<file path="config.mk">
export PLATFORM = sky130hd
export DESIGN_NAME = otter_dcdr_stage_flat
export DESIGN_NICKNAME = d
export VERILOG_FILES = /design/src/rtl/otter_dcdr_stage_if.sv /design/src/rtl/otter_dcdr_stage.sv /design/src/flat_wrapper.sv
export SDC_FILE = /design/constraint.sdc
export NUM_CORES = 1
export LEC_CHECK = 0
export ABC_AREA = 1
export CAP_MARGIN = 10
export CORE_MARGIN = 3
export CORE_UTILIZATION = 51
export CTS_BUF_LIST = sky130_fd_sc_hd__clkbuf_16
export CTS_CLUSTER_SIZE = 16
export DETAILED_ROUTE_END_ITERATION = 6
export PLACE_DENSITY = 0.81
export SETUP_SLACK_MARGIN = 0.1
export SKIP_LAST_GASP = 1
export SLEW_MARGIN = 10
export SYNTH_ARGS = -nofsm -noshare
export SYNTH_HDL_FRONTEND = slang
export SYNTH_SLANG_ARGS = --single-unit
</file>
<file path="constraint.sdc">
create_clock -name CLK -period 2.6 [get_ports CLK]
set_clock_uncertainty 0.2 [all_clocks]
set_input_delay 0.52 -clock CLK [delete_from_list [all_inputs] [get_ports CLK]]
set_output_delay 0.52 -clock CLK [all_outputs]
set_load 0.02 [all_outputs]
</file>
<file path="src/rtl/otter_dcdr_stage_if.sv">
// Handshake bundles around the OTTER decode stage: fetch->decode and decode->execute.
interface otter_fetch_if #(
  parameter int unsigned XLEN = 32
);
  logic            in_valid;
  logic            in_ready;
  logic [31:0]     in_ir;
  logic [XLEN-1:0] in_pc;

  modport master (output in_valid, output in_ir, output in_pc, input in_ready);
  modport slave  (input in_valid, input in_ir, input in_pc, output in_ready);
endinterface

interface otter_dcdr_if #(
  parameter int unsigned XLEN = 32
);
  logic            out_valid;
  logic            out_ready;
  logic [31:0]     out_ir;
  logic [XLEN-1:0] out_pc;
  logic [3:0]      ALU_FUN;
  logic [1:0]      ALU_srcA;
  logic [2:0]      ALU_srcB;
  logic [1:0]      rf_wr_sel;
  logic            rf_we;
  logic            mem_we;
  logic            mem_rden;
  logic [2:0]      pc_op;
  logic [2:0]      br_funct3;
  logic            md_valid;
  logic [2:0]      md_fun;
  logic            illegal;

  modport master (
    output out_valid, output out_ir, output out_pc,
    output ALU_FUN, output ALU_srcA, output ALU_srcB, output rf_wr_sel,
    output rf_we, output mem_we, output mem_rden, output pc_op,
    output br_funct3, output md_valid, output md_fun, output illegal,
    input  out_ready
  );
  modport slave (
    input  out_valid, input out_ir, input out_pc,
    input  ALU_FUN, input ALU_srcA, input ALU_srcB, input rf_wr_sel,
    input  rf_we, input mem_we, input mem_rden, input pc_op,
    input  br_funct3, input md_valid, input md_fun, input illegal,
    output out_ready
  );
endinterface

</file>
<file path="src/rtl/otter_dcdr_stage.sv">
// OTTER decode stage: combinational RV32I(+M) decode registered into a
// two-slot (main/skid) valid/ready buffer with a registered in_ready.
module otter_dcdr_stage #(
  parameter int unsigned XLEN  = 32,
  parameter bit          M_EXT = 1'b0
) (
  input  logic         CLK,
  input  logic         RST_N,
  input  logic         flush,
  otter_fetch_if.slave fetch,
  otter_dcdr_if.master exec
);

  typedef enum logic [6:0] {
    OP_RTYPE  = 7'b0110011,
    OP_IALU   = 7'b0010011,
    OP_LOAD   = 7'b0000011,
    OP_STORE  = 7'b0100011,
    OP_BRANCH = 7'b1100011,
    OP_LUI    = 7'b0110111,
    OP_AUIPC  = 7'b0010111,
    OP_JAL    = 7'b1101111,
    OP_JALR   = 7'b1100111
  } opcode_t;

  typedef enum logic [1:0] {
    ST_EMPTY,
    ST_MAIN,
    ST_FULL
  } state_t;

  typedef struct packed {
    logic [3:0] alu_fun;
    logic [1:0] alu_srca;
    logic [2:0] alu_srcb;
    logic [1:0] rf_wr_sel;
    logic       rf_we;
    logic       mem_we;
    logic       mem_rden;
    logic [2:0] pc_op;
    logic [2:0] br_funct3;
    logic       md_valid;
    logic [2:0] md_fun;
    logic       illegal;
  } ctl_t;

  typedef struct packed {
    ctl_t            ctl;
    logic [31:0]     ir;
    logic [XLEN-1:0] pc;
  } bundle_t;

  logic [2:0] funct3;
  logic [6:0] funct7;
  ctl_t       raw;
  ctl_t       dec;
  logic       ill;
  bundle_t    in_bundle;

  assign funct3 = fetch.in_ir[14:12];
  assign funct7 = fetch.in_ir[31:25];

  always_comb begin
    raw = '0;
    ill = 1'b0;
    case (fetch.in_ir[6:0])
      OP_RTYPE: begin
        raw.rf_we     = 1'b1;
        raw.rf_wr_sel = 2'b11;
        case (funct7)
          7'b0000000: raw.alu_fun = {1'b0, funct3};
          7'b0100000: begin
            if (funct3 == 3'b000)      raw.alu_fun = 4'b1000;
            else if (funct3 == 3'b101) raw.alu_fun = 4'b1101;
            else                       ill = 1'b1;
          end
          7'b0000001: begin
            if (M_EXT) begin
              raw.md_valid  = 1'b1;
              raw.md_fun    = funct3;
              raw.rf_wr_sel = 2'b00;
            end else begin
              ill = 1'b1;
            end
          end
          default: ill = 1'b1;
        endcase
      end
      OP_IALU: begin
        raw.alu_srcb  = 3'b001;
        raw.rf_we     = 1'b1;
        raw.rf_wr_sel = 2'b11;
        raw.alu_fun   = {1'b0, funct3};
        if (funct3 == 3'b001) begin
          ill = (funct7 != 7'b0000000);
        end else if (funct3 == 3'b101) begin
          raw.alu_fun = {fetch.in_ir[30], 3'b101};
          ill = (funct7 != 7'b0000000) && (funct7 != 7'b0100000);
        end
      end
      OP_LOAD: begin
        raw.alu_srcb  = 3'b001;
        raw.mem_rden  = 1'b1;
        raw.rf_we     = 1'b1;
        raw.rf_wr_sel = 2'b10;
        ill = (funct3 == 3'b011) || (funct3 == 3'b110) || (funct3 == 3'b111);
      end
      OP_STORE: begin
        raw.alu_srcb = 3'b010;
        raw.mem_we   = 1'b1;
        ill = (funct3 >= 3'b011);
      end
      OP_BRANCH: begin
        raw.pc_op     = 3'b010;
        raw.br_funct3 = funct3;
        ill = (funct3 == 3'b010) || (funct3 == 3'b011);
      end
      OP_LUI: begin
        raw.alu_srca  = 2'b01;
        raw.alu_fun   = 4'b1001;
        raw.rf_we     = 1'b1;
        raw.rf_wr_sel = 2'b11;
      end
      OP_AUIPC: begin
        raw.alu_srca  = 2'b01;
        raw.alu_srcb  = 3'b011;
        raw.rf_we     = 1'b1;
        raw.rf_wr_sel = 2'b11;
      end
      OP_JAL: begin
        raw.pc_op     = 3'b011;
        raw.rf_we     = 1'b1;
        raw.rf_wr_sel = 2'b01;
      end
      OP_JALR: begin
        raw.alu_srcb  = 3'b001;
        raw.pc_op     = 3'b001;
        raw.rf_we     = 1'b1;
        raw.rf_wr_sel = 2'b01;
        ill = (funct3 != 3'b000);
      end
      default: ill = 1'b1;
    endcase
  end

  // An undecodable word carries no control at all, only the illegal flag.
  always_comb begin
    dec = raw;
    if (ill) begin
      dec         = '0;
      dec.illegal = 1'b1;
    end
  end

  assign in_bundle = {dec, fetch.in_ir, fetch.in_pc};

  state_t  state;
  state_t  state_nxt;
  bundle_t main_q;
  bundle_t skid_q;
  logic    in_ready_q;
  logic    main_valid;
  logic    accept;
  logic    drain;
  logic    load_main_in;
  logic    load_main_skid;
  logic    load_skid;

  assign main_valid = (state != ST_EMPTY);
  assign accept     = fetch.in_valid & in_ready_q & ~flush;
  assign drain      = main_valid & exec.out_ready;

  always_comb begin
    state_nxt      = state;
    load_main_in   = 1'b0;
    load_main_skid = 1'b0;
    load_skid      = 1'b0;
    case (state)
      ST_EMPTY: begin
        if (accept) begin
          load_main_in = 1'b1;
          state_nxt    = ST_MAIN;
        end
      end
      ST_MAIN: begin
        if (accept && drain) begin
          load_main_in = 1'b1;
        end else if (accept) begin
          load_skid = 1'b1;
          state_nxt = ST_FULL;
        end else if (drain) begin
          state_nxt = ST_EMPTY;
        end
      end
      ST_FULL: begin
        if (drain) begin
          load_main_skid = 1'b1;
          state_nxt      = ST_MAIN;
        end
      end
      default: state_nxt = ST_EMPTY;
    endcase
    if (flush) state_nxt = ST_EMPTY;
  end

  // in_ready is a flop that tracks "skid will be empty" one edge ahead.
  always_ff @(posedge CLK or negedge RST_N) begin
    if (!RST_N) begin
      state      <= ST_EMPTY;
      in_ready_q <= 1'b1;
    end else begin
      state      <= state_nxt;
      in_ready_q <= (state_nxt != ST_FULL);
    end
  end

  always_ff @(posedge CLK or negedge RST_N) begin
    if (!RST_N) begin
      main_q <= '0;
      skid_q <= '0;
    end else begin
      if (load_main_in)        main_q <= in_bundle;
      else if (load_main_skid) main_q <= skid_q;
      if (load_skid)           skid_q <= in_bundle;
    end
  end

  assign fetch.in_ready = in_ready_q;

  assign exec.out_valid = main_valid;
  assign exec.out_ir    = main_q.ir;
  assign exec.out_pc    = main_q.pc;
  assign exec.ALU_FUN   = main_q.ctl.alu_fun;
  assign exec.ALU_srcA  = main_q.ctl.alu_srca;
  assign exec.ALU_srcB  = main_q.ctl.alu_srcb;
  assign exec.rf_wr_sel = main_q.ctl.rf_wr_sel;
  assign exec.rf_we     = main_q.ctl.rf_we;
  assign exec.mem_we    = main_q.ctl.mem_we;
  assign exec.mem_rden  = main_q.ctl.mem_rden;
  assign exec.pc_op     = main_q.ctl.pc_op;
  assign exec.br_funct3 = main_q.ctl.br_funct3;
  assign exec.md_valid  = main_q.ctl.md_valid;
  assign exec.md_fun    = main_q.ctl.md_fun;
  assign exec.illegal   = main_q.ctl.illegal;

endmodule

</file>
<file path="src/flat_wrapper.sv">
// flat-port wrapper written by rule: the top's interface ports become plain ports
module otter_dcdr_stage_flat 
#(
  parameter int unsigned XLEN  = 32,
  parameter bit          M_EXT = 1'b0
)
  (CLK, RST_N, flush, fetch_in_valid, fetch_in_ir, fetch_in_pc, fetch_in_ready, exec_out_valid, exec_out_ir, exec_out_pc, exec_ALU_FUN, exec_ALU_srcA, exec_ALU_srcB, exec_rf_wr_sel, exec_rf_we, exec_mem_we, exec_mem_rden, exec_pc_op, exec_br_funct3, exec_md_valid, exec_md_fun, exec_illegal, exec_out_ready);
  otter_fetch_if #(.XLEN(XLEN)) fetch_i ();
  otter_dcdr_if #(.XLEN(XLEN)) exec_i ();
  input  logic CLK;
  input  logic RST_N;
  input  logic flush;
  input wire logic [$bits(fetch_i.in_valid)-1:0] fetch_in_valid;
  input wire logic [$bits(fetch_i.in_ir)-1:0] fetch_in_ir;
  input wire logic [$bits(fetch_i.in_pc)-1:0] fetch_in_pc;
  output wire logic [$bits(fetch_i.in_ready)-1:0] fetch_in_ready;
  output wire logic [$bits(exec_i.out_valid)-1:0] exec_out_valid;
  output wire logic [$bits(exec_i.out_ir)-1:0] exec_out_ir;
  output wire logic [$bits(exec_i.out_pc)-1:0] exec_out_pc;
  output wire logic [$bits(exec_i.ALU_FUN)-1:0] exec_ALU_FUN;
  output wire logic [$bits(exec_i.ALU_srcA)-1:0] exec_ALU_srcA;
  output wire logic [$bits(exec_i.ALU_srcB)-1:0] exec_ALU_srcB;
  output wire logic [$bits(exec_i.rf_wr_sel)-1:0] exec_rf_wr_sel;
  output wire logic [$bits(exec_i.rf_we)-1:0] exec_rf_we;
  output wire logic [$bits(exec_i.mem_we)-1:0] exec_mem_we;
  output wire logic [$bits(exec_i.mem_rden)-1:0] exec_mem_rden;
  output wire logic [$bits(exec_i.pc_op)-1:0] exec_pc_op;
  output wire logic [$bits(exec_i.br_funct3)-1:0] exec_br_funct3;
  output wire logic [$bits(exec_i.md_valid)-1:0] exec_md_valid;
  output wire logic [$bits(exec_i.md_fun)-1:0] exec_md_fun;
  output wire logic [$bits(exec_i.illegal)-1:0] exec_illegal;
  input wire logic [$bits(exec_i.out_ready)-1:0] exec_out_ready;
  assign fetch_i.in_valid = fetch_in_valid;
  assign fetch_i.in_ir = fetch_in_ir;
  assign fetch_i.in_pc = fetch_in_pc;
  assign fetch_in_ready = fetch_i.in_ready;
  assign exec_out_valid = exec_i.out_valid;
  assign exec_out_ir = exec_i.out_ir;
  assign exec_out_pc = exec_i.out_pc;
  assign exec_ALU_FUN = exec_i.ALU_FUN;
  assign exec_ALU_srcA = exec_i.ALU_srcA;
  assign exec_ALU_srcB = exec_i.ALU_srcB;
  assign exec_rf_wr_sel = exec_i.rf_wr_sel;
  assign exec_rf_we = exec_i.rf_we;
  assign exec_mem_we = exec_i.mem_we;
  assign exec_mem_rden = exec_i.mem_rden;
  assign exec_pc_op = exec_i.pc_op;
  assign exec_br_funct3 = exec_i.br_funct3;
  assign exec_md_valid = exec_i.md_valid;
  assign exec_md_fun = exec_i.md_fun;
  assign exec_illegal = exec_i.illegal;
  assign exec_i.out_ready = exec_out_ready;
  otter_dcdr_stage #(.XLEN(XLEN), .M_EXT(M_EXT)) u_core (.CLK(CLK), .RST_N(RST_N), .flush(flush), .fetch(fetch_i), .exec(exec_i));
endmodule
</file>
# Word level (Yosys, flattened, before mapping)
# Index checks and enable logic that the tools add are counted.
# totals
word_cells	108
input_bits	69
reg_bits	181
# op_classes
n_reduce_logical	17
order_cmp	1
n_bitwise	4
mux	36
n_eq_ne	20
# op_table
operator	count
2-to-1 mux 89 bit	2
== test 7 x 6 -> 1 bit (second input constant)	4
2-to-1 mux 25 bit	1
== test 7 bit (second input constant)	3
case mux 2 bit (3 select lines)	3
2-to-1 mux 4 bit	4
== test 7 x 5 -> 1 bit (second input constant)	2
2-to-1 mux 1 bit	13
2-to-1 mux 2 bit	6
case mux 4 bit (3 select lines)	1
== test 3 bit (second input constant)	3
case mux 3 bit (3 select lines)	1
case mux 4 bit (2 select lines)	1
== test 7 x 2 -> 1 bit (second input constant)	1
logical NOT 7 bit	1
!= test 7 x 6 -> 1 bit (second input constant)	1
case mux 1 bit (7 select lines)	1
nonzero test 7 bit	1
== test 3 x 2 -> 1 bit (second input constant)	2
OR reduction 3 bit	2
case mux 1 bit (2 select lines)	2
nonzero test 2 bit	2
OR reduction 2 bit	2
OR reduction 4 bit	1
13 further kinds	18

# Longest topological paths before layout
# Gate-level depths: netlist of run 1.
# logic_depth
word_depth	8
ltp_mapped	14
mapped_depth_nobuf	13

# Worst setup path before layout of run 1
# No wires, ideal clock.
# synth_path
path_kind	input to register
start	input port fetch_in_ir[5]
end	register u_core.main_q (netlist bit u_core.exec.illegal)
t_required_ps	2288
path_slack_ps	689
cell_stages	13
path_buffers	2
t_arrival_ps	1600
cell_sequence	buf_2 > nand2_1 > nor2_1 > o21ai_0 > nand3_2 > nand2_2 > nor2_4 > nand2_4 > inv_2 > buf_6 > nand2_2 > nand3_2 > inv_2
# synth_between
elab_chain_len	5
elab_cells_between_ends	13
cone_classes	eq/ne: 9; mux: 3; reduce/logical: 1
# synth_rtl
item	line_no	rtl
start: declaration	flat_wrapper.sv:14	input wire logic [$bits(fetch_i.in_ir)-1:0] fetch_in_ir;
== test 7 bit (tied with other cells)	otter_dcdr_stage.sv:66	case (fetch.in_ir[6:0])
OR reduction 3 bit (no source line)	-	
case mux 1 bit (7 select lines) *	otter_dcdr_stage.sv:66	
2-to-1 mux 25 bit *	otter_dcdr_stage.sv:149	if (ill) begin
2-to-1 mux 89 bit *	otter_dcdr_stage.sv:222	if (load_main_in) main_q <= in_bundle;
end signal: assignment	otter_dcdr_stage.sv:222	
end signal: assignment	otter_dcdr_stage.sv:223	else if (load_main_skid) main_q <= skid_q;
end: declaration	otter_dcdr_stage.sv:159	bundle_t main_q;
# Every way passes the cells marked *; elsewhere a longest branch is shown, timed or not.
# A chain may end at the register's enable or synchronous reset.

# Worst setup path after layout of run 1
# layout_path
start	register u_core.state[1]
end	output port exec_out_valid
# layout_between
elab_chain_len	1
# layout_rtl
item	line_no	rtl
start: declaration	otter_dcdr_stage.sv:157	state_t state;
start signal: assignment	otter_dcdr_stage.sv:212	state <= state_nxt;
nonzero test 2 bit	otter_dcdr_stage.sv:169	assign main_valid = (state != ST_EMPTY);
end: declaration	flat_wrapper.sv:17	output wire logic [$bits(exec_i.out_valid)-1:0] exec_out_valid;
# No other way between the ends.

==> flow_summary.ini, run 1 <==
[outcome]
status = completed

[logic_synthesis]
syn_area_um2 = 7230
synthTopCellsByArea = dfrtp_1 (57%), nand2_1 (21%), a22oi_1 (6.6%)
synthCells = 842
syn_area_per_cell_um2 = 8.59
yosysWarnings = 0
async_reset_ff_frac = 1.00
synth_most_common_cell = nand2_1
synth_common_cells = nand2_1 (401), dfrtp_1 (166), a22oi_1 (64)
synth-edff-count = 0
yosysUniqueCellTypes = 31
yosysSeqAreaShare = 0.578
synth_top_flop_cell = dfrtp_1
synth_top_area_frac = 0.574
ys_ff_latch = 167
yosys.area.top_type = dfrtp_1

[detailed_routing]
ant_nets = 0
viasPerCell = 5.33
num_vias = 6294
dr.first_iter.drc_count = 525
wl_per_cell_um = 16.1
drt-total-wl_um = 19100
first_pass_iters = 5
drc = 0

[clock_tree]
cts_root_buf = clkbuf_16
clock_latency_ps = 420
hold_buffers = 1
cts_tree = built
h-tree-depth = 4
cts_buffer_depth = 2
cts_sinks = 167
cts_buffers = 17
post_cts_resized = 0
path_clk_slew_ps = 60
postCtsSetupRepairBufs = 0

[worst_setup_path]
path_class = reg2out
reg2reg_depth = 7
critPathMaxFanout = 3
worst-path-stages = 2
cp-start-kind = flop
path_buf_inv = 1
crit_chain = or2_2, clkdlybuf4s50_1
cp-end-kind = output pin
crit_slowest_cell = clkdlybuf4s50_1
path_delay_family = buffers and inverters
worstPathArrival_ps = 1650
max_stage_delay_ps = 530
required_ps = 1880

[timing]
finalSetupViolCount = 0
finalCriticalPeriod_ps = 2370
setup_tns_ps = 0
rsz0062_at_grt = no
fmax_ghz = 0.422
finalHoldViolations = 0
drv_slew = 0
fin_crit_sh = 0.911

[floorplanning]
floorplan.initialDensity = 0.533
row_count = 42
die_width_um = 125
die-area_um2 = 15600
die_height_um = 125
core_area_um2 = 13600
pin_count = 160

[job]
cap_violations = 0

[power_and_ir_drop]
peakVddDrop_mv = 0.456
p_leak_nw = 4.83
finalPower_mw = 7.21
pwr_density_cell_nw_per_um2 = 745

[grt]
gr-total-overflow = 0
met2_usage = 0.388
gr-usage-met1 = 0.346
busiest_layer = met2
antenna_found_initial = 0
grt_pass1_vias = 6231
grtUsageTotal = 0.249
use_met3 = 0.0691
grt_start_max_net_pins = 61
grt_pass1_wl_um = 31700

[worst_hold_path]
min_path_cells = 2
hold_class = reg2reg

[layout]
drive_gt1_frac = 0.0866
fin_nets = 1061
diodes = 0
area_delta_synth_final_pct = 33.7

[placement]
gp_congestion = 0.932
portBuffers = 152
dp_hpwl_um = 12200
cells in the final DEF, fill, tap and decap left out, types with 9 or more instances in the layout:
| cell | count |
|---|---|
| inv_1 | 28 |
| clkdlybuf4s50_1 | 151 |
| nand2_1 | 400 |
| a22oi_1 | 64 |
| o21ai_0 | 23 |
| inv_2 | 9 |
| nand3_1 | 28 |
| a21oi_1 | 10 |
| clkbuf_16 | 17 |
| dfrtp_1 | 166 |
| buf_4 | 15 |
| nor2_1 | 25 |
worst min-delay path, delay by kind of cell (launching register included):
kind	cells	cell delay [ps]
flops	1	340
simple gates	2	100
sequential cells by signal, summed over array words and instances, names as in the netlist:
name                   cells
u_core.skid_q             82
u_core.exec.out_ir        32
u_core.exec.out_pc        32
u_core.exec.ALU_FUN        4
u_core.exec.br_funct3      3
u_core.exec.ALU_srcB       2
u_core.exec.pc_op          2
u_core.exec.rf_wr_sel      2
u_core.state               2
u_core.exec.ALU_srcA       1
u_core.exec.illegal        1
u_core.exec.mem_rden       1
u_core.exec.mem_we         1
u_core.exec.rf_we          1
u_core.fetch.in_ready      1
layout make-up:
type,instances,area (um^2)
fill,1035,3890
inverter,36,135
tap,176,220
clock inverter,15,209
timing repair buffer,175,1790
clock buffer,17,425
multi-input combinational,595,2710
sequential,167,4180
per-layer routing:
layer  vias to the layer above  share of wire
li1                       2991              -
met1                      3041           0.44
met2                       223           0.47
met3                        39          0.069
met4                         0          0.022
met5                         -              0
cell families (layout without fill, tap and decap cells):
kind of cell / after synthesis / in the layout / synth area share
simple gates: 480 / 480 / 0.269
flops: 167 / 167 / 0.578
other cells: 1 / 7 / 0.000519
compound gates: 108 / 108 / 0.101
buf+inv: 86 / 243 / 0.0510
power by group:
| group | switching, mW | leakage (nW) | internal [mW] |
|---|---|---|---|
| Combinational | 0.699 | 2.39 | 0.590 |
| Clock | 1.01 | 0.308 | 1.69 |
| Sequential | 0.219 | 2.14 | 2.99 |
metrics by stage:
step / instance area, um^2 / std cells / utilization / worst slack [ps] / hold WS, ps
floorplan: 7250 / 848 / - / 689 / 24.4
global placement: 9020 / 1148 / 0.666 / 88.2 / 261
detailed placement: 9020 / 1148 / 0.666 / 28.4 / 265
CTS: 9670 / 1181 / 0.713 / 220 / 281
global route: 9670 / 1181 / 0.713 / 189 / 298
finish: 9670 / 1181 / 0.713 / 231 / 277
worst paths after layout:
| path | from | to | slack [ps] |
|---|---|---|---|
| setup / recovery | u_core.state[1] | exec_out_valid | 230 |
| hold / removal | u_core.skid_q[29] | u_core.skid_q[29] | 280 |
| setup reg to reg | u_core.fetch.in_ready | u_core.exec.out_pc[26] | 590 |
| hold reg to reg | u_core.skid_q[29] | u_core.skid_q[29] | 280 |
| max in group asynchronous | RST_N | u_core.fetch.in_ready | 1090 |
| min in group asynchronous | RST_N | u_core.skid_q[26] | 410 |
Power figures use the tool's default switching activity.
==> run 2, diff against run 1 <==
- CTS_CLUSTER_DIAMETER: unset -> 40
==> results of run 2 <==
Same layout as run 1: the final DEF is identical, and so are final timing and power.
